### config.mk
export PLATFORM = sky130hd
export DESIGN_NAME = sign_mag_bcd_converter
export DESIGN_NICKNAME = d
export VERILOG_FILES = /design/src/rtl/sign_mag_bcd_converter.sv
export SDC_FILE = /design/constraint.sdc
export NUM_CORES = 1
export LEC_CHECK = 0
export ABC_AREA = 1
export ABC_CLOCK_PERIOD_IN_PS = 1200
export CAP_MARGIN = 5
export CORE_MARGIN = 2
export CORE_UTILIZATION = 46
export DETAILED_ROUTE_END_ITERATION = 7
export PLACE_DENSITY = 0.71
export SYNTH_ARGS = -nofsm -noshare
export SYNTH_HDL_FRONTEND = slang
export SYNTH_SLANG_ARGS = --single-unit
export TNS_END_PERCENT = 30
### constraint.sdc
create_clock -name clk -period 1.2 [get_ports clk]
set_input_delay 0.36 -clock clk [delete_from_list [all_inputs] [get_ports clk]]
set_output_delay 0.36 -clock clk [all_outputs]
set_load 0.01 [all_outputs]
### src/rtl/sign_mag_bcd_converter.sv
// Sequential binary-to-BCD converter (double dabble, one bit per clock).
// Converts an unsigned magnitude and carries the original sign alongside the digits.
module sign_mag_bcd_converter #(
    parameter int DW     = 8,
    parameter int DIGITS = 3,
    parameter int CW     = 4
) (
    input  logic                  clk,
    input  logic                  rst,
    input  logic                  start,
    input  logic [DW-1:0]         mag_in,
    input  logic                  sign_in,
    output logic                  busy,
    output logic                  done,
    output logic [4*DIGITS-1:0]   bcd_out,
    output logic                  sign_out
);

    localparam int BW = 4 * DIGITS;
    localparam int SW = BW + DW;

    typedef enum logic [1:0] {
        IDLE  = 2'd0,
        SHIFT = 2'd1,
        DONE  = 2'd2
    } state_t;

    state_t        state;
    state_t        state_next;
    logic [SW-1:0] sr;
    logic [SW-1:0] sr_adj;
    logic [SW-1:0] sr_shift;
    logic [CW-1:0] count;
    logic          sign_q;
    logic          last_shift;

    assign last_shift = (count == CW'(DW - 1));

    // Add-3 on every scratch digit that would overflow past 9 once doubled.
    always_comb begin
        sr_adj = sr;
        for (int d = 0; d < DIGITS; d++) begin
            if (sr[DW + 4*d +: 4] >= 4'd5) begin
                sr_adj[DW + 4*d +: 4] = sr[DW + 4*d +: 4] + 4'd3;
            end
        end
        sr_shift = sr_adj << 1;
    end

    always_comb begin
        state_next = state;
        case (state)
            IDLE:    if (start) state_next = SHIFT;
            SHIFT:   if (last_shift) state_next = DONE;
            DONE:    state_next = IDLE;
            default: state_next = IDLE;
        endcase
    end

    always_ff @(posedge clk or posedge rst) begin
        if (rst) begin
            state <= IDLE;
        end else begin
            state <= state_next;
        end
    end

    always_ff @(posedge clk or posedge rst) begin
        if (rst) begin
            sr       <= '0;
            count    <= '0;
            sign_q   <= 1'b0;
            bcd_out  <= '0;
            sign_out <= 1'b0;
        end else begin
            case (state)
                IDLE: begin
                    if (start) begin
                        sr     <= {{BW{1'b0}}, mag_in};
                        count  <= '0;
                        // A zero magnitude never carries a minus sign.
                        sign_q <= sign_in & (|mag_in);
                    end
                end
                SHIFT: begin
                    sr    <= sr_shift;
                    count <= count + CW'(1);
                    if (last_shift) begin
                        bcd_out  <= sr_shift[SW-1 -: BW];
                        sign_out <= sign_q;
                    end
                end
                default: begin
                end
            endcase
        end
    end

    assign busy = (state != IDLE);
    assign done = (state == DONE);

endmodule

Word-level counts from Yosys, hierarchy flattened:

Cells that the tools add are included.

* memory bits (read-only): 0
* register bits: 40
* memory bits (writable): 0
* word-level logic and storage cells: 37
* memories kept: 0
* bits of input ports: 12
* bits in latches: 0

* div/mod/pow operators: 0
* multiplexer cells: 10
* add/sub/neg operators: 4
* eq/ne operators: 5
* magnitude comparators: 3
* reductions and logical operators: 8
* $mul: 0
* shift operators: 0
* bitwise gates (word level): 1

Operators with widths (count)
* case mux 20 bit (2 select lines): 1
* 2-to-1 mux 20 bit: 1
* >= comparator 4 x 3 -> 1 bit, second input constant: 3
* 2-to-1 mux 4 bit: 3
* adder 4 x 2 -> 4 bit, second input constant: 2
* case mux 4 bit (2 select lines): 1
* AND reduction 2 bit: 4
* OR reduction 8 bit: 1
* adder 4 x 1 -> 4 bit, second input constant: 1
* equality test 4 x 3 -> 1 bit, second input constant: 1
* 2-to-1 mux 2 bit: 2
* inequality test 2 bit, second input constant: 2
* case mux 2 bit (2 select lines): 1
* nonzero test 2 bit: 2
* adder 3 x 2 -> 3 bit, second input constant: 1
* 2-to-1 mux 3 bit: 1
* equality test 2 x 1 -> 1 bit, second input constant: 1
* equality test 2 bit, second input constant: 1
* logical NOT 2 bit: 1
* AND 1 bit: 1

Depth between registers and ports, before layout:

Gate-level depths: netlist of the first run.

* depth after elaboration: 3
* mapped depth: 9
* mapped depth without buffers: 9

Worst setup path before layout of the first run:

OpenSTA, ideal clock, no wires.

* path type: reg-to-reg
* from: register count[0]
* to: register bcd_out[4]
* path slack: 10 ps
* required time: 1082 ps
* data arrival time: 1072 ps
* clock period less this slack: 1190 ps
* stages on the path, launching flop included: 8
* cell sequence: dfrtp_1 ha_1 nand3_2 nor2_4 inv_2 buf_6 nand2_1 nand2_1

* word-level cells in the longest chain between the ends: 2

RTL lines
* start: declaration: line 33 `logic [CW-1:0] count;`
* start signal: assignment: line 87 `count <= count + CW'(1);`
* equality test 4 x 3 -> 1 bit: line 37 `assign last_shift = (count == CW'(DW - 1));`
* AND reduction 2 bit (no line)
* end signal: assignment: line 89 `bcd_out <= sr_shift[SW-1 -: BW];`
* end: declaration: line 15 `output logic [4*DIGITS-1:0] bcd_out,`

Every way passes these cells.
A chain may end at the register's enable or synchronous reset.

Worst setup path after layout of the first run:

* from: register state[0]
* to: output port busy

* word-level cells in the longest chain between the ends: 1

RTL lines
* start: declaration: line 28 `state_t state;`
* start signal: assignment: line 64 `state <= state_next;`
* nonzero test 2 bit: line 99 `assign busy = (state != IDLE);`
* end: declaration: line 13 `output logic busy,`

Every way passes these cells.

==> metrics, run 1 <==
latest clock arrival within the worst-skew pair 0.31 ns; Port Buf Inserts 26; total number of H-tree levels 2; flops & latches, synth 40; number of standard cells after synthesis 250; last weighted congestion value of the routability-driven placer 0.8167; vias after detailed routing 1841; all-layer global routing usage 19.80%; cell type with the highest aggregate area in the netlist sky130_fd_sc_hd__dfrtp_1; crit-path max FO 3; top flip-flop cell by instance count after synthesis sky130_fd_sc_hd__dfrtp_1; most common library cells after synthesis 96 x sky130_fd_sc_hd__nand2_1, 40 x sky130_fd_sc_hd__dfrtp_1, 26 x sky130_fd_sc_hd__inv_1, 21 x sky130_fd_sc_hd__nand3_1, 17 x sky130_fd_sc_hd__o21ai_1; largest cells by area after synthesis sky130_fd_sc_hd__dfrtp_1 50%, sky130_fd_sc_hd__nand2_1 18%, sky130_fd_sc_hd__nand3_1 5.3%; most instantiated library cell after synthesis sky130_fd_sc_hd__nand2_1; Worst Reg2Reg Path Length in Cells 8; dpl ws -0.2445 ns; result of the run finished, violations left; data required time of the critical path 0.84 ns; # nets final 331; die width 69.81 um; number of slew-limit violations in the final report 0; cts bufs inserted 5; combined flip-flop and latch cell area 1002 sq um; vias per inst 5.072; wire length of the first global-routing pass 7659 um; maximum VDD drop 0.001803 V; CORE AREA 4086 sq um; maximum number of pins on one net before global-route repair 41; Overflow after GRT 0; power per cell area 2848 nW/um^2; multi-input logic area 1097 sq um; Std-Cell Rows 23; number of enable-type register cells in the synthesized netlist 0; share of cells above drive strength 1 38.98%; post-detailed-route DRC marker count 0; cts-stage hold buffer count 0; actual slew at the worst max-slew pin 0.3145 ns; sequential cell area fraction in the yosys report 50.25%; deepest clock path buffer count 2; Final Core Density 70.61%; final worst-path cycle share 108.4%; syn_nets 269; final WL 4886 um; kind of critical path reg2out; average wire per cell in the routed design 13.46 um; share of synthesized flip-flops with an asynchronous set or reset 100.0%; Antenna Cells 0; HP Class in2async; FMAX 0.7685 GHz; Unique masters post-synth 20; fillcell total 322; top cell type's share of synthesized area 50.25%; Fin Clk Skew 0.01241 ns; Area growth syn-to-layout 44.85%; Hold Fails Final Rpt 0; Pre-Repair DR Iteration Count 4; critical path data arrival time 0.94 ns; Startpoint Class register; half-perimeter wire length of the detailed placement result 2964 um; final worst setup slack -0.1012 ns; Syn. warnings 0; effective utilization at floorplan 48.74%; DIE AREA 4873 sq um; clock transition at the register clock pins on the worst setup and hold paths after CTS 0.09 ns; endpoint kind of the worst setup timing path output port; setup-violating endpoint count in the final report 26; number of clock sinks 40; clock tree root driver cell sky130_fd_sc_hd__clkbuf_8; DRT iter0 DRCs 100; worst slew margin relative to its limit 79.03%; post-layout min period 1.301 ns; vias in the first global route 1739; antenna violations before repair 0; number of ports placed on the die boundary 27; synthesized cell area 1992 sq um; CTS tree yes; number of max-cap violations 0; unrepaired setup endpoints after global routing yes; post-synthesis area per instance 7.968 sq um; violations in the final reports negative setup slack; Die Ht 69.81 um; antenna-violating nets left 0; leakage power 1.462 nW
stage by stage:
| stage | std cells | TNS [ns] | total power, W | hold slack (ns) | area (sq um) |
|---|---|---|---|---|---|
| global placement | 346 | -6.386 | 0.005976 | 0.4595 | 2500 |
| finish | 363 | -0.6119 | 0.008218 | 0.4405 | 2885 |
| detailed placement | 346 | -7.124 | 0.006087 | 0.4646 | 2500 |
| floorplan | 250 | 0 | 0.004639 | 0.3388 | 1996 |
| CTS | 357 | -0.2405 | 0.007090 | 0.4518 | 2596 |
| global route | 363 | -2.881 | 0.008870 | 0.4624 | 2885 |
layer usage:
layer	wire length, um	GRT usage (%)	part of all wire, %
met1	2130	23.53	44
met2	2420	33.44	50
met3	199	5.378	4.1
met4	136	8.761	2.8
met5	0	0	0
placed cells by master, fill, tap and decap left out:
cell,instances
sky130_fd_sc_hd__inv_1,16
sky130_fd_sc_hd__inv_8,1
sky130_fd_sc_hd__o21ai_2,6
sky130_fd_sc_hd__nor2_1,7
sky130_fd_sc_hd__nand2_2,9
sky130_fd_sc_hd__ha_1,1
sky130_fd_sc_hd__nor2_4,1
sky130_fd_sc_hd__clkinvlp_4,1
sky130_fd_sc_hd__nor2_2,1
sky130_fd_sc_hd__inv_2,10
sky130_fd_sc_hd__inv_4,1
sky130_fd_sc_hd__buf_12,3
sky130_fd_sc_hd__o21ai_1,18
sky130_fd_sc_hd__buf_4,30
sky130_fd_sc_hd__nand3_2,11
sky130_fd_sc_hd__nand2_4,9
sky130_fd_sc_hd__dfrtp_2,1
sky130_fd_sc_hd__clkinv_2,2
sky130_fd_sc_hd__nand3_4,3
sky130_fd_sc_hd__ha_4,5
sky130_fd_sc_hd__ha_2,1
sky130_fd_sc_hd__a21boi_2,1
sky130_fd_sc_hd__nand3_1,9
sky130_fd_sc_hd__a21oi_1,2
sky130_fd_sc_hd__dfrtp_1,39
sky130_fd_sc_hd__buf_6,3
sky130_fd_sc_hd__nand4_1,5
sky130_fd_sc_hd__clkdlybuf4s50_1,11
sky130_fd_sc_hd__inv_6,1
sky130_fd_sc_hd__nand2_1,78
sky130_fd_sc_hd__nand2_8,1
sky130_fd_sc_hd__clkinv_4,1
sky130_fd_sc_hd__o22ai_1,2
sky130_fd_sc_hd__clkbuf_8,5
sky130_fd_sc_hd__o21ai_0,3
sky130_fd_sc_hd__buf_2,15
flip-flops by register name (all words and copies together) (netlist names):
register  count
bcd_out      12
count         4
sign_out      1
sign_q        1
sr           20
state         2
layout make-up:
cell class,instances,share of cell area [%]
Sequential cell,40,34.74
Clock buffer,5,2.385
Multi-Input combinational cell,173,38.03
Timing Repair Buffer,62,17.48
Tap cell,50,2.168
Inverter,30,4.553
Clock inverter,3,0.6505
cells by family after synthesis:
family	share of synthesized area, %
adders and majority gates	4.397
AOI/OAI and AO/OA	8.292
DFF	50.25
buffers and inverters	8.605
and+or+nand+nor	28.46
critical path: stages (launching register included):
cell and delay [ns]:
sky130_fd_sc_hd__dfrtp_1 0.40, sky130_fd_sc_hd__inv_1 0.07, sky130_fd_sc_hd__nand2_1 0.04, sky130_fd_sc_hd__buf_2 0.13
power breakdown:
part           total [W]  switching [W]  internal (W)
combinational    0.00492        0.00278       0.00214
sequential       0.00240       0.000431       0.00197
clock           0.000900       0.000495      0.000405
final timing paths:
path | startpoint | end | slack (ns)
max | state[0] | busy | -0.10
max in group asynchronous | rst | sr[0] | 0.55
min | rst | bcd_out[6] | 0.44
min reg2reg | bcd_out[2] | bcd_out[2] | 0.47
min in group clk | bcd_out[2] | bcd_out[2] | 0.47
max reg2reg | state[0] | sr[2] | -0.04
repair_timing:
action	4_1_cts	5_1_grt
resized for setup	86	63
pin swaps	4	30
setup buffers	3	6
setup endpoints to repair	51	53
No activity file was read; power rests on OpenSTA's default activity.
==> run 2: changes to the inputs <==
- SETUP_SLACK_MARGIN: not set -> 0.3
==> run 2 against run 1 <==
Compared with the run above:
- the flow still finishes with violations (negative setup slack)
- clock skew fell by 0.0073 ns
- design area rose by 8.2%
- clock power rose by 2%
- critical endpoint unchanged
- largest cell class unchanged
==> metrics, run 2 (same netlist as run 1, synthesis figures left out) <==
antenna-violating nets left 0; endpoint kind of the worst setup timing path output port; maximum VDD drop 0.001938 V; Fin Clk Skew 0.005141 ns; clock transition at the register clock pins on the worst setup and hold paths after CTS 0.08 ns; max FFs per register 20; last weighted congestion value of the routability-driven placer 0.8167; Internal Dissipation 0.005067 W; all-layer global routing usage 20.17%; Antenna Cells 0; HP Class in2async; biggest regs sr: 20 flops, bcd_out: 12 flops, count: 4 flops; vias per inst 5.217; endpoint of the worst register-to-register path sr[3]; Worst Reg2Reg Path Length in Cells 7; deepest clock path buffer count 2; Switching Fraction 45.28%; result of the run finished, violations left; number of max-cap violations 0; combinational power share 63.7%; number of clock sinks 40; number of ports placed on the die boundary 27; Hold Fails Final Rpt 0; latest clock arrival within the worst-skew pair 0.31 ns; cts bufs inserted 5; CORE AREA 4086 sq um; power per cell area 2967 nW/um^2; Port Buf Inserts 26; final worst setup slack -0.1135 ns; cts-stage hold buffer count 0; half-perimeter wire length of the detailed placement result 2964 um; DIE AREA 4873 sq um; Overflow after GRT 0; critical path data arrival time 0.95 ns; actual slew at the worst max-slew pin 0.3458 ns; # nets final 337; cell area after placement 2500 sq um; Std-Cell Rows 23; average wire per cell in the routed design 15.45 um; number of slew-limit violations in the final report 0; register bank with the most flops sr; Pre-Repair DR Iteration Count 4; setup tns final -1.355 ns; reg-to-reg setup timing slack -0.07 ns; post-detailed-route DRC marker count 0; worst slew margin relative to its limit 76.95%; DRT iter0 DRCs 134; most common cell after layout, fill and taps aside sky130_fd_sc_hd__nand2_1; setup-violating endpoint count in the final report 40; Area growth syn-to-layout 56.66%; wire length of the first global-routing pass 7866 um; maximum number of pins on one net before global-route repair 41; vias in the first global route 1815; clock tree root driver cell sky130_fd_sc_hd__clkbuf_8; share of cells above drive strength 1 46.39%; Startpoint Class register; antenna violations before repair 0; post-route design area 3120 sq um; unrepaired setup endpoints after global routing yes; fillcell total 273; post-layout total power 0.009260 W; total number of H-tree levels 2; final worst-path cycle share 109.5%; dpl ws -0.2445 ns; leakage power 1.565 nW; Die Ht 69.81 um; FMAX 0.7613 GHz; highest-count cells in the layout ignoring fill and taps 69 x sky130_fd_sc_hd__nand2_1, 39 x sky130_fd_sc_hd__dfrtp_1, 28 x sky130_fd_sc_hd__buf_4, 15 x sky130_fd_sc_hd__nand2_2, 15 x sky130_fd_sc_hd__buf_2; NetSw 0.004193 W; CTS tree yes; crit-path max FO 3; startpoint of the worst-slack reg-to-reg timing path state[0]; final WL 5701 um; data required time of the critical path 0.84 ns; clock network fraction of total power 9.9%; kind of critical path reg2out; effective utilization at floorplan 48.74%; vias after detailed routing 1925; die width 69.81 um; power share of the sequential group 26.4%; smallest hold slack 0.4411 ns; violations in the final reports negative setup slack; post-layout min period 1.313 ns
run 2: worst max-delay path: stages, from the launching register on:
cell and delay, ns:
sky130_fd_sc_hd__dfrtp_1 0.41, sky130_fd_sc_hd__inv_2 0.07, sky130_fd_sc_hd__nand2_1 0.04, sky130_fd_sc_hd__buf_2 0.13
run 2: per-layer routing:
metal | vias to the layer above | GRT usage, % | share of wire (%)
met5 | - | 0 | 0
met4 | 0 | 8.761 | 2.4
met3 | 13 | 5.087 | 4.0
met2 | 44 | 34.07 | 52
met1 | 937 | 24.28 | 42
li1 | 931 | - | -
run 2: how the worst max path moves through the flow:
stage	slack [ns]	startpoint	cells after the start	endpoint
after floorplan	0.01	count[0]	7	bcd_out[4]
after global placement	-0.22	start	5	sr[15]
after detailed placement	-0.24	start	5	sr[15]
after CTS	-0.11	state[0]	3	busy
after global routing	-0.15	state[0]	3	busy
final	-0.11	state[0]	3	busy
run 2: repair_timing:
| action | in CTS | in global routing |
|---|---|---|
| setup buffers | 3 | 8 |
| setup endpoints to repair | 55 | 55 |
| pin swaps | 11 | 23 |
| gates resized for setup | 97 | 85 |
| gates cloned | 0 | 4 |
run 2: final cells by class:
cell class	count	area, sq um	share of cell area (%)
sequential	40	1002	32.12
inverter	30	136.4	4.370
tap	50	62.56	2.005
timing repair buffer	67	626.9	20.09
clock inverter	3	18.77	0.6014
clock buffer	5	68.82	2.205
multi-input combinational	174	1205	38.61
run 2: power groups by stage:
stage	Combinational [W]	Sequential, W	Clock (W)
final	0.00590	0.00244	0.000918
after global routing	0.00640	0.00250	0.000995
after CTS	0.00399	0.00235	0.000914
after detailed placement	0.00375	0.00234	0
after global placement	0.00366	0.00232	0
after floorplan	0.00225	0.00239	0
run 2: metrics by stage:
step                      utilization (%)  std cells
after floorplan                         -        250
after global placement              61.18        346
after detailed placement            61.18        346
after CTS                           64.70        357
after global routing                76.36        369
final                               76.36        369
==> run 3: changes to the inputs <==
- CORE_ASPECT_RATIO: not set -> 1.25
- CTS_CLUSTER_DIAMETER: not set -> 200
- HOLD_SLACK_MARGIN: not set -> 0.08
==> run 3 against run 2 <==
Compared with the run above:
- the run still ends with negative setup slack left
- global-route usage rose by 0.41 points
- wire length decreased by 15%
- sequential power fell by 2%
- critical endpoint is now done
==> metrics, run 3 (same netlist as run 1, synthesis figures left out) <==
Final Core Density 68.26%; DRT iter0 DRCs 69; most common cell after layout, fill and taps aside sky130_fd_sc_hd__nand2_1; wire length of the first global-routing pass 7921 um; cell area after placement 2455 sq um; HP Class in2async; setup-violating endpoint count in the final report 27; CTS tree yes; vias in the first global route 1820; clock transition at the register clock pins on the worst setup and hold paths after CTS 0.08 ns; data required time of the critical path 0.84 ns; post-route design area 2820 sq um; worst slew margin relative to its limit 82.39%; ordered cell list for the critical path buf_6, nor2_4, buf_6; Std-Cell Rows 26; max FFs per register 20; number of ports placed on the die boundary 27; kind of critical path reg2out; violations in the final reports negative setup slack; average wire per cell in the routed design 13.24 um; highest-count cells in the layout ignoring fill and taps 82 x sky130_fd_sc_hd__nand2_1, 40 x sky130_fd_sc_hd__dfrtp_1, 22 x sky130_fd_sc_hd__buf_4, 20 x sky130_fd_sc_hd__o21ai_1; last weighted congestion value of the routability-driven placer 0.8260; final worst-path cycle share 111.5%; final WL 4818 um; Port Buf Inserts 26; clock tree root driver cell sky130_fd_sc_hd__clkbuf_8; cell with the biggest individual delay on the critical path sky130_fd_sc_hd__dfrtp_1; biggest regs sr: 20 flops, bcd_out: 12 flops, count: 4 flops; die width 62.86 um; number of clock sinks 40; vias after detailed routing 1837; DIE AREA 4876 sq um; number of max-cap violations 0; smallest hold slack 0.4556 ns; latest clock arrival within the worst-skew pair 0.30 ns; deepest clock path buffer count 2; antenna-violating nets left 0; Die Ht 77.57 um; peak per-stage delay on the critical path 0.39 ns; post-detailed-route DRC marker count 0; half-perimeter wire length of the detailed placement result 2970 um; cts bufs inserted 5; crit-path max FO 2; result of the run finished, violations left; share of cells above drive strength 1 31.17%; # nets final 327; register bank with the most flops sr; number of placed instances, taps included 345; antenna violations before repair 0; number of slew-limit violations in the final report 0; unrepaired setup endpoints after global routing yes; Pre-Repair DR Iteration Count 4; Overflow after GRT 0; Hold Fails Final Rpt 0; final worst setup slack -0.1382 ns; Area growth syn-to-layout 41.58%; final cell count without fillers 364; maximum VDD drop 0.001219 V; power per cell area 2935 nW/um^2; Startpoint Class register; effective utilization at floorplan 48.21%; Fin Clk Skew 0.009864 ns; leakage power 1.427 nW; CORE AREA 4131 sq um; vias per inst 5.047; cell type with the highest occurrence count on the critical path sky130_fd_sc_hd__buf_6; all-layer global routing usage 20.59%; post-layout total power 0.008278 W; post-layout min period 1.338 ns; total number of H-tree levels 2; endpoint kind of the worst setup timing path output port; actual slew at the worst max-slew pin 0.2641 ns; Antenna Cells 0; FMAX 0.7472 GHz; critical path data arrival time 0.98 ns; Worst Reg2Reg Path Length in Cells 8; maximum number of pins on one net before global-route repair 41
==> run 3: cell types whose count changed in the layout (fill, tap and decap cells not counted), moves of 5 or more <==
cell,change
sky130_fd_sc_hd__nand2_1,+13
sky130_fd_sc_hd__o21ai_2,-12
sky130_fd_sc_hd__o21ai_1,+9
sky130_fd_sc_hd__inv_1,+5
sky130_fd_sc_hd__nand2_4,-9
sky130_fd_sc_hd__nand3_2,-5
sky130_fd_sc_hd__nand3_1,+7
sky130_fd_sc_hd__buf_4,-6
==> run 3: path summary, 6_finish.rpt <==
| check | from | end | slack (ns) |
|---|---|---|---|
| hold / removal | rst | bcd_out[4] | 0.46 |
| hold reg to reg | bcd_out[1] | bcd_out[1] | 0.47 |
| min in group clk | bcd_out[1] | bcd_out[1] | 0.47 |
| setup reg to reg | sr[8] | sr[9] | -0.09 |
| max in group asynchronous | rst | count[3] | 0.54 |
| setup / recovery | state[0] | done | -0.14 |
==> run 3: layout make-up <==
class	count	area, sq um
clock buffers	5	68.82
clock inverters	2	60.06
fillers	364	1311
inverters	30	128.9
multi-input cells	173	952.2
flip-flops and latches	40	1001
well taps	56	70.07
repair buffers	58	539.3
==> run 3: power breakdown <==
part	total (W)	leakage (nW)	switching (W)	internal, W
sequential	0.00238	0.502	0.000414	0.00197
clock	0.00128	0.0642	0.000459	0.000818
combinational	0.00462	0.861	0.00251	0.00210
==> run 3: worst max-delay path: cells and delay by family, from the launching register on <==
kind,cells,cell delay [ns]
buf+inv,2,0.23
flops,1,0.39
simple gates,1,0.07
==> run 3: metal layers <==
metal  vias to the layer above  GRT usage, %  part of all wire (%)
met5                         -             0                     0
met4                         0         8.444                   2.3
met3                        11         4.928                   3.3
met2                        38         36.88                    51
met1                       869         23.36                    43
li1                        919             -                     -
==> run 3: through the flow <==
step	TNS, ns	setup slack [ns]
detailed placement	-7.074	-0.2621
global placement	-6.102	-0.2331
finish	-0.9730	-0.1382
floorplan	0	0.01029
global route	-4.234	-0.1791
CTS	-0.7316	-0.1809
==> run 3: repair_timing <==
action	CTS	global route
setup buffers	9	1
pin swaps	12	10
hold buffers	0	0
gates cloned	0	2
gates resized for setup	90	30
setup endpoints to repair	55	55
==> edit 1: new RTL, flow settings as in run 2 <==
Make the reset (`rst`) synchronous in 2 clocked blocks.
--- a/src/rtl/sign_mag_bcd_converter.sv
+++ b/src/rtl/sign_mag_bcd_converter.sv
@@ -59,3 +59,3 @@
 
-    always_ff @(posedge clk or posedge rst) begin
+    always_ff @(posedge clk) begin
         if (rst) begin
@@ -67,3 +67,3 @@
 
-    always_ff @(posedge clk or posedge rst) begin
+    always_ff @(posedge clk) begin
         if (rst) begin
Function: differs if rst is asserted again (counterexample within 4 cycles, from zero or initial values and one cycle with rst high); with rst held inactive, the same outputs for 10 cycles.
==> edit 1 against run 2 <==
- area after synthesis fell by 3.1%
- synthesized cell count rose by 9.6%
- critical path depth increased by 5
- the flow still finishes with violations (setup timing)
- design area fell by 6.0%
- global-route usage up 1.3 points
- highest routed layer unchanged
- worst hold slack improved by 0.016 ns
- worst setup slack better by 0.083 ns
- routed wire length down 9.7%
- fmax rose by 6.8%
- count of clock-buffer cells in the layout grew 2
- sequential share of layout area fell by 3.5 points
- sequential cell count did not move
Power is left out: it rests on default switching activity, and per cell area and clock period it moved more than threefold.
==> edit 1: results (changes against run 2) <==
The data arrival at the endpoint of the critical path is 1.47 ns (+0.52 ns), and the sequential cell area fraction in the yosys report is 41.5% (-8.8 points). The largest registers in the layout are sr x20, bcd_out x12, count x4. The wire length per cell was 13.5 µm (-13%); the maximum buffer depth of the clock tree was 2 (unchanged). The total via count in the routed design is 1949 (+1.2%), and the number of global-route vias before repair is 1703 (-6.2%). The checks that failed: setup timing. The worst hold path belongs to the class reg -> reg.

The weighted congestion at the end of routability-driven global placement was 0.855 (+4.7%). For the residual antenna-violating net count after detailed routing, the log shows 0 (unchanged). The total half-perimeter wirelength after legalization and detailed placement was 2.99 mm (+0.77%). The cell sitting at the root of the clock tree is a sky130_fd_sc_hd__clkbuf_8.

The wire length on met2 was 2.54 mm (-14%); the number of buffers added on ports was 26 (unchanged). For this run, the leading register cell type out of synthesis is sky130_fd_sc_hd__dfxtp_1. The count of different cell masters after synthesis was 23 (+15%). After synthesis, the most frequently instantiated cells are 83 x sky130_fd_sc_hd__nand2_1, 40 x sky130_fd_sc_hd__dfxtp_1, 30 x sky130_fd_sc_hd__nor2_1. The detailed-routed wire length on met3 was 182 µm (-21%).

The wire length of the first global-routing pass was 7.61 mm (-3.3%); the number of violations reported at the end of detailed-routing iteration 0 was 137 (+2.2%). After synthesis, the cell types taking the most area are sky130_fd_sc_hd__dfxtp_1 41%, sky130_fd_sc_hd__nand2_1 16%, sky130_fd_sc_hd__nor2_1 5.8%, sky130_fd_sc_hd__inv_1 5.6%, sky130_fd_sc_hd__a21oi_1 4.9%. The remaining max-slew budget at the tightest pin was 76.5% (-0.42 points). The total track usage was 21.5% (+1.3 points); the fraction of final layout cells sized beyond drive strength 1 was 42.3% (-4.1 points). The logic depth of the worst register-to-register path is 8 (+1), and the count of flip-flops with a built-in enable after synthesis is 0 (unchanged). The number of buffers created by CTS was 5 (unchanged).

The run finished, with violations left. The final-layout fill cell count was 302 (+11%); the number of nets in the finished design was 349 (+3.6%). The run gives 2 (unchanged) as the maximum level of the CTS H-tree.

In this run the top signal layer used is met4. The detailed-routing iteration count for the pre-antenna-repair pass was 4 (unchanged). The net count after synthesis was 293 (+8.9%); the clock latency at the later pin of the worst-skew pair was 0.30 ns.

The tools report the slack of the critical path as -0.0303 ns (+0.0832 ns). For the routed length on met1, the log shows 2.37 mm (-0.38%). For the final setup skew, the log shows 0.00736 ns (+0.00222 ns). The number of warning messages in the yosys log is 0 (unchanged), and the final setup violation count is 10 (-75%).

Initial antenna violation count: 0 (unchanged). The async set-reset flop share out of synthesis works out to 0% (-100 points). The run gives 24 (-41%) as the pin count of the biggest net entering global routing.
## edit 1: cell count changes after synthesis, sizes merged, moves of 5 or more
cell / change
a211oi: +7
a21oi: +18
dfrtp: -40
dfxtp: +40
nand2: -11
nand3: -5
nor2: +22
o21ai: -15
## edit 1: area by class of cell
cell class	instances	area share (%)
timing repair buffer	55	17.8
tap	50	2.13
clock inverter	1	1.02
clock buffer	7	3.28
timing repair inverter	2	0.597
sequential	40	28.6
multi-input combinational	193	41.1
inverter	33	5.42
## edit 1: worst paths after layout
kind / end / start
max: bcd_out[3] / sr[8]
min: sr[0] / sr[0]
max reg2reg: bcd_out[3] / sr[8]
min reg2reg: sr[0] / sr[0]
## edit 1: through the flow
step | area, µm² | hold slack (ns) | cells | setup slack [ns] | setup TNS [ns]
after global routing | 2930 | 0.484 | 381 | -0.103 | -1.47
after detailed placement | 2430 | 0.446 | 365 | -0.349 | -10.99
after CTS | 2750 | 0.457 | 377 | -0.0235 | -0.0813
after global placement | 2430 | 0.442 | 365 | -0.322 | -10.47
final | 2930 | 0.457 | 381 | -0.0303 | -0.175
after floorplan | 1970 | 0.430 | 274 | 0.0263 | 0
## edit 1: logic make-up after synthesis
| family | Yosys count | share of synthesized area, % |
|---|---|---|
| AND/OR/NAND/NOR | 143 | 31.3 |
| AO/OA/AOI/OAI | 40 | 11.6 |
| buffers and inverters | 41 | 9.53 |
| flip-flops | 40 | 41.5 |
| adder cells (fa/ha/maj) | 7 | 4.54 |
| multiplexers | 3 | 1.56 |
## edit 1: critical path, cell delays in order, from the launching register on
cell and delay [ns]:
sky130_fd_sc_hd__dfxtp_4 0.36, sky130_fd_sc_hd__inv_2 0.08, sky130_fd_sc_hd__ha_4 0.13, sky130_fd_sc_hd__inv_2 0.05
sky130_fd_sc_hd__buf_4 0.13, sky130_fd_sc_hd__mux2i_2 0.18, sky130_fd_sc_hd__buf_4 0.15, sky130_fd_sc_hd__nand2_2 0.05
sky130_fd_sc_hd__nand2_1 0.05
## edit 1: layer usage
metal  vias to the layer above  GRT usage (%)
li1                        994              -
met1                       906           27.6
met2                        39           36.5
met3                        10           4.71
met4                         0           5.39
met5                         -              0
## edit 1: timing repair
action | 4_1_cts | 5_1_grt
pin swaps | 30 | 25
setup endpoints to repair | 55 | 55
gates cloned | 2 | 0
setup buffers | 2 | 4
resized for setup | 137 | 42
==> edit 2: new RTL, settings of run 2 <==
Without the edit above. The parameter `CW` goes from 4 to 6.
--- a/src/rtl/sign_mag_bcd_converter.sv
+++ b/src/rtl/sign_mag_bcd_converter.sv
@@ -5,3 +5,3 @@
     parameter int DIGITS = 3,
-    parameter int CW     = 4
+    parameter int CW     = 6
 ) (
Formal check against the unedited RTL: no difference found for any inputs over 10 cycles, from zero or initial values and one cycle with rst high; that may be too few to reach the edited logic, so the function may still have changed.
==> edit 2 against run 2 <==
- the run still ends with setup timing left
- fmax is 4.8% lower
- total power is 19% lower
- clock skew is 0.0040 ns higher
- worst setup slack worse by 0.066 ns
- count of clock-buffer cells in the layout stayed put
- sequential cell count is 2 higher
- clock power is 21% higher
- design area is 2.4% lower
- area after synthesis is 6.7% higher
- routed wire length is 12% lower
- first-iteration DRC count is 28% lower
- critical path type unchanged
==> edit 2: results (changes against run 2) <==
The run finished, with violations left. The checks that failed: setup timing. The fraction of final layout cells sized beyond drive strength 1 is 37.6% (-8.8 points), and the pin count of the biggest net entering global routing is 43 (+4.9%).

Pin slew with the least headroom to its limit: 0.248 ns (-0.0974 ns). The logs give -0.252 ns (-0.00784 ns) for the post-placement worst setup slack and 28 (-30%) for the final setup violation count. For the count of different cell masters after synthesis, the log shows 24 (+20%). For the weighted congestion at the end of routability-driven global placement, the log shows 0.823 (+0.75%). The total half-perimeter wirelength after legalization and detailed placement is 3.06 mm (+3.4%). The logs give 8.34 mm (+6.0%) for the wire length of the first global-routing pass and 1.55 nW (-1.1%) for the static leakage. In this design, the stage delay of the slowest critical-path cell is 0.42 ns. The detail-routed via count per cell works out to 5.03 (-3.6%). The data arrival at the endpoint of the critical path was 1.02 ns (+0.07 ns).

The number of buffers added on ports is 26 (unchanged). The clock latency at the later pin of the worst-skew pair was 0.30 ns; the mux share of post-synthesis cell area was 0% (unchanged). The worst supply voltage drop on vdd came out at 862 µV (-55%).

The compound-cell area share of the yosys netlist is 5.36% (-2.9 points). Counting instances in the post-synthesis netlist gives the leading cell types as 114 x sky130_fd_sc_hd__nand2_1, 42 x sky130_fd_sc_hd__dfrtp_1, 25 x sky130_fd_sc_hd__inv_1. The number of violations reported at the end of detailed-routing iteration 0 is 96 (-28%), and the final routed wirelength across all metal layers is 4.99 mm (-12%). Primary flip-flop cell chosen by synthesis mapping: sky130_fd_sc_hd__dfrtp_1. Standard cell with the maximum stage delay on the critical path: sky130_fd_sc_hd__dfrtp_1. The summed negative setup slack over all endpoints is -1.55 ns (-0.195 ns), and the post-synthesis adder-cell area fraction is 4.12% (-0.27 points). The largest registers in the layout are sr x20, bcd_out x12, count x6. The sequential cell area fraction in the yosys report was 49.5% (-0.78 points).

The final-layout fill cell count is 386 (+41%), and the maximum buffer depth of the clock tree is 2 (unchanged). The number of nets in the finished design was 353 (+4.7%); the xor-xnor portion of the synthesized cell area was 0.412% (+0.41 points). The tools report the slack of the critical path as -0.179 ns (-0.0658 ns).

For the final setup skew, the log shows 0.00919 ns (+0.00405 ns). Ranked by total cell area, the synthesized netlist is headed by sky130_fd_sc_hd__dfrtp_1 49%, sky130_fd_sc_hd__nand2_1 20%, sky130_fd_sc_hd__inv_1 4.4%, sky130_fd_sc_hd__ha_1 4.1%, sky130_fd_sc_hd__nand3_1 3.8%. The net count after synthesis was 282 (+4.8%); the total track usage was 20.7% (+0.54 points). The number of global-route vias before repair is 1932 (+6.4%). The classification of the worst-slack hold path was in -> async.
[edit 2: worst paths after layout]
check                      slack, ns        from  cells after the start    endpoint
hold reg to reg                 0.48  bcd_out[8]                      2  bcd_out[8]
setup / recovery               -0.18    state[1]                      3        busy
min in group clk                0.48  bcd_out[8]                      2  bcd_out[8]
hold / removal                  0.45         rst                      3      sr[18]
max in group asynchronous       0.55         rst                      3       sr[9]
setup reg to reg               -0.12    count[0]                      7  bcd_out[2]
[edit 2: metrics by stage]
stage                     instance area [µm²]  power, W  cells  util (%)
after floorplan                          2130   0.00428    263         -
after global placement                   2700   0.00557    370      61.1
after detailed placement                 2700   0.00568    370      61.1
after CTS                                2890   0.00699    383      65.4
after global routing                     3050   0.00811    387      69.0
final                                    3050   0.00749    387      69.0
[edit 2: kinds of logic (layout without fill, tap and decap cells)]
kind of cell | count (synthesis) | after routing
AND/OR/NAND/NOR | 161 | 162
buffers and inverters | 32 | 103
flip-flops | 42 | 42
adder cells (fa/ha/maj) | 7 | 7
XOR/XNOR | 1 | 1
AO/OA/AOI/OAI | 20 | 20
[edit 2: routing by layer]
layer,global-route usage (%),vias up,share of wire [%]
met5,0,-,0
met4,9.43,0,3.0
met3,5.00,11,3.9
met2,35.4,44,50
met1,24.8,909,43
li1,-,983,-
[edit 2: timing repair]
| item | in CTS | in global routing |
|---|---|---|
| setup endpoints to repair | 57 | 57 |
| resized for setup | 96 | 39 |
| setup buffers | 5 | 3 |
| cloned | 0 | 1 |
| pin swaps | 10 | 16 |
[edit 2: final cells by class]
type                       count  area share (%)
clock buffer                   5            2.26
tap                           52            2.14
multi-input combinational    190            37.1
timing repair buffer          67            18.9
inverter                      28            3.82
sequential                    42            34.5
clock inverter                 3            1.31
[edit 2: power by group]
| group | leakage, nW | internal (W) | switching (W) |
|---|---|---|---|
| logic | 0.966 | 0.00181 | 0.00223 |
| registers | 0.524 | 0.00197 | 0.000379 |
| clock network | 0.0579 | 0.000613 | 0.000496 |
[edit 2: tightest hold or removal path, cell delays in order]
cell	delay, ns
sky130_fd_sc_hd__clkdlybuf4s50_1	0.44
sky130_fd_sc_hd__clkinvlp_4	0.09
sky130_fd_sc_hd__buf_12	0.23
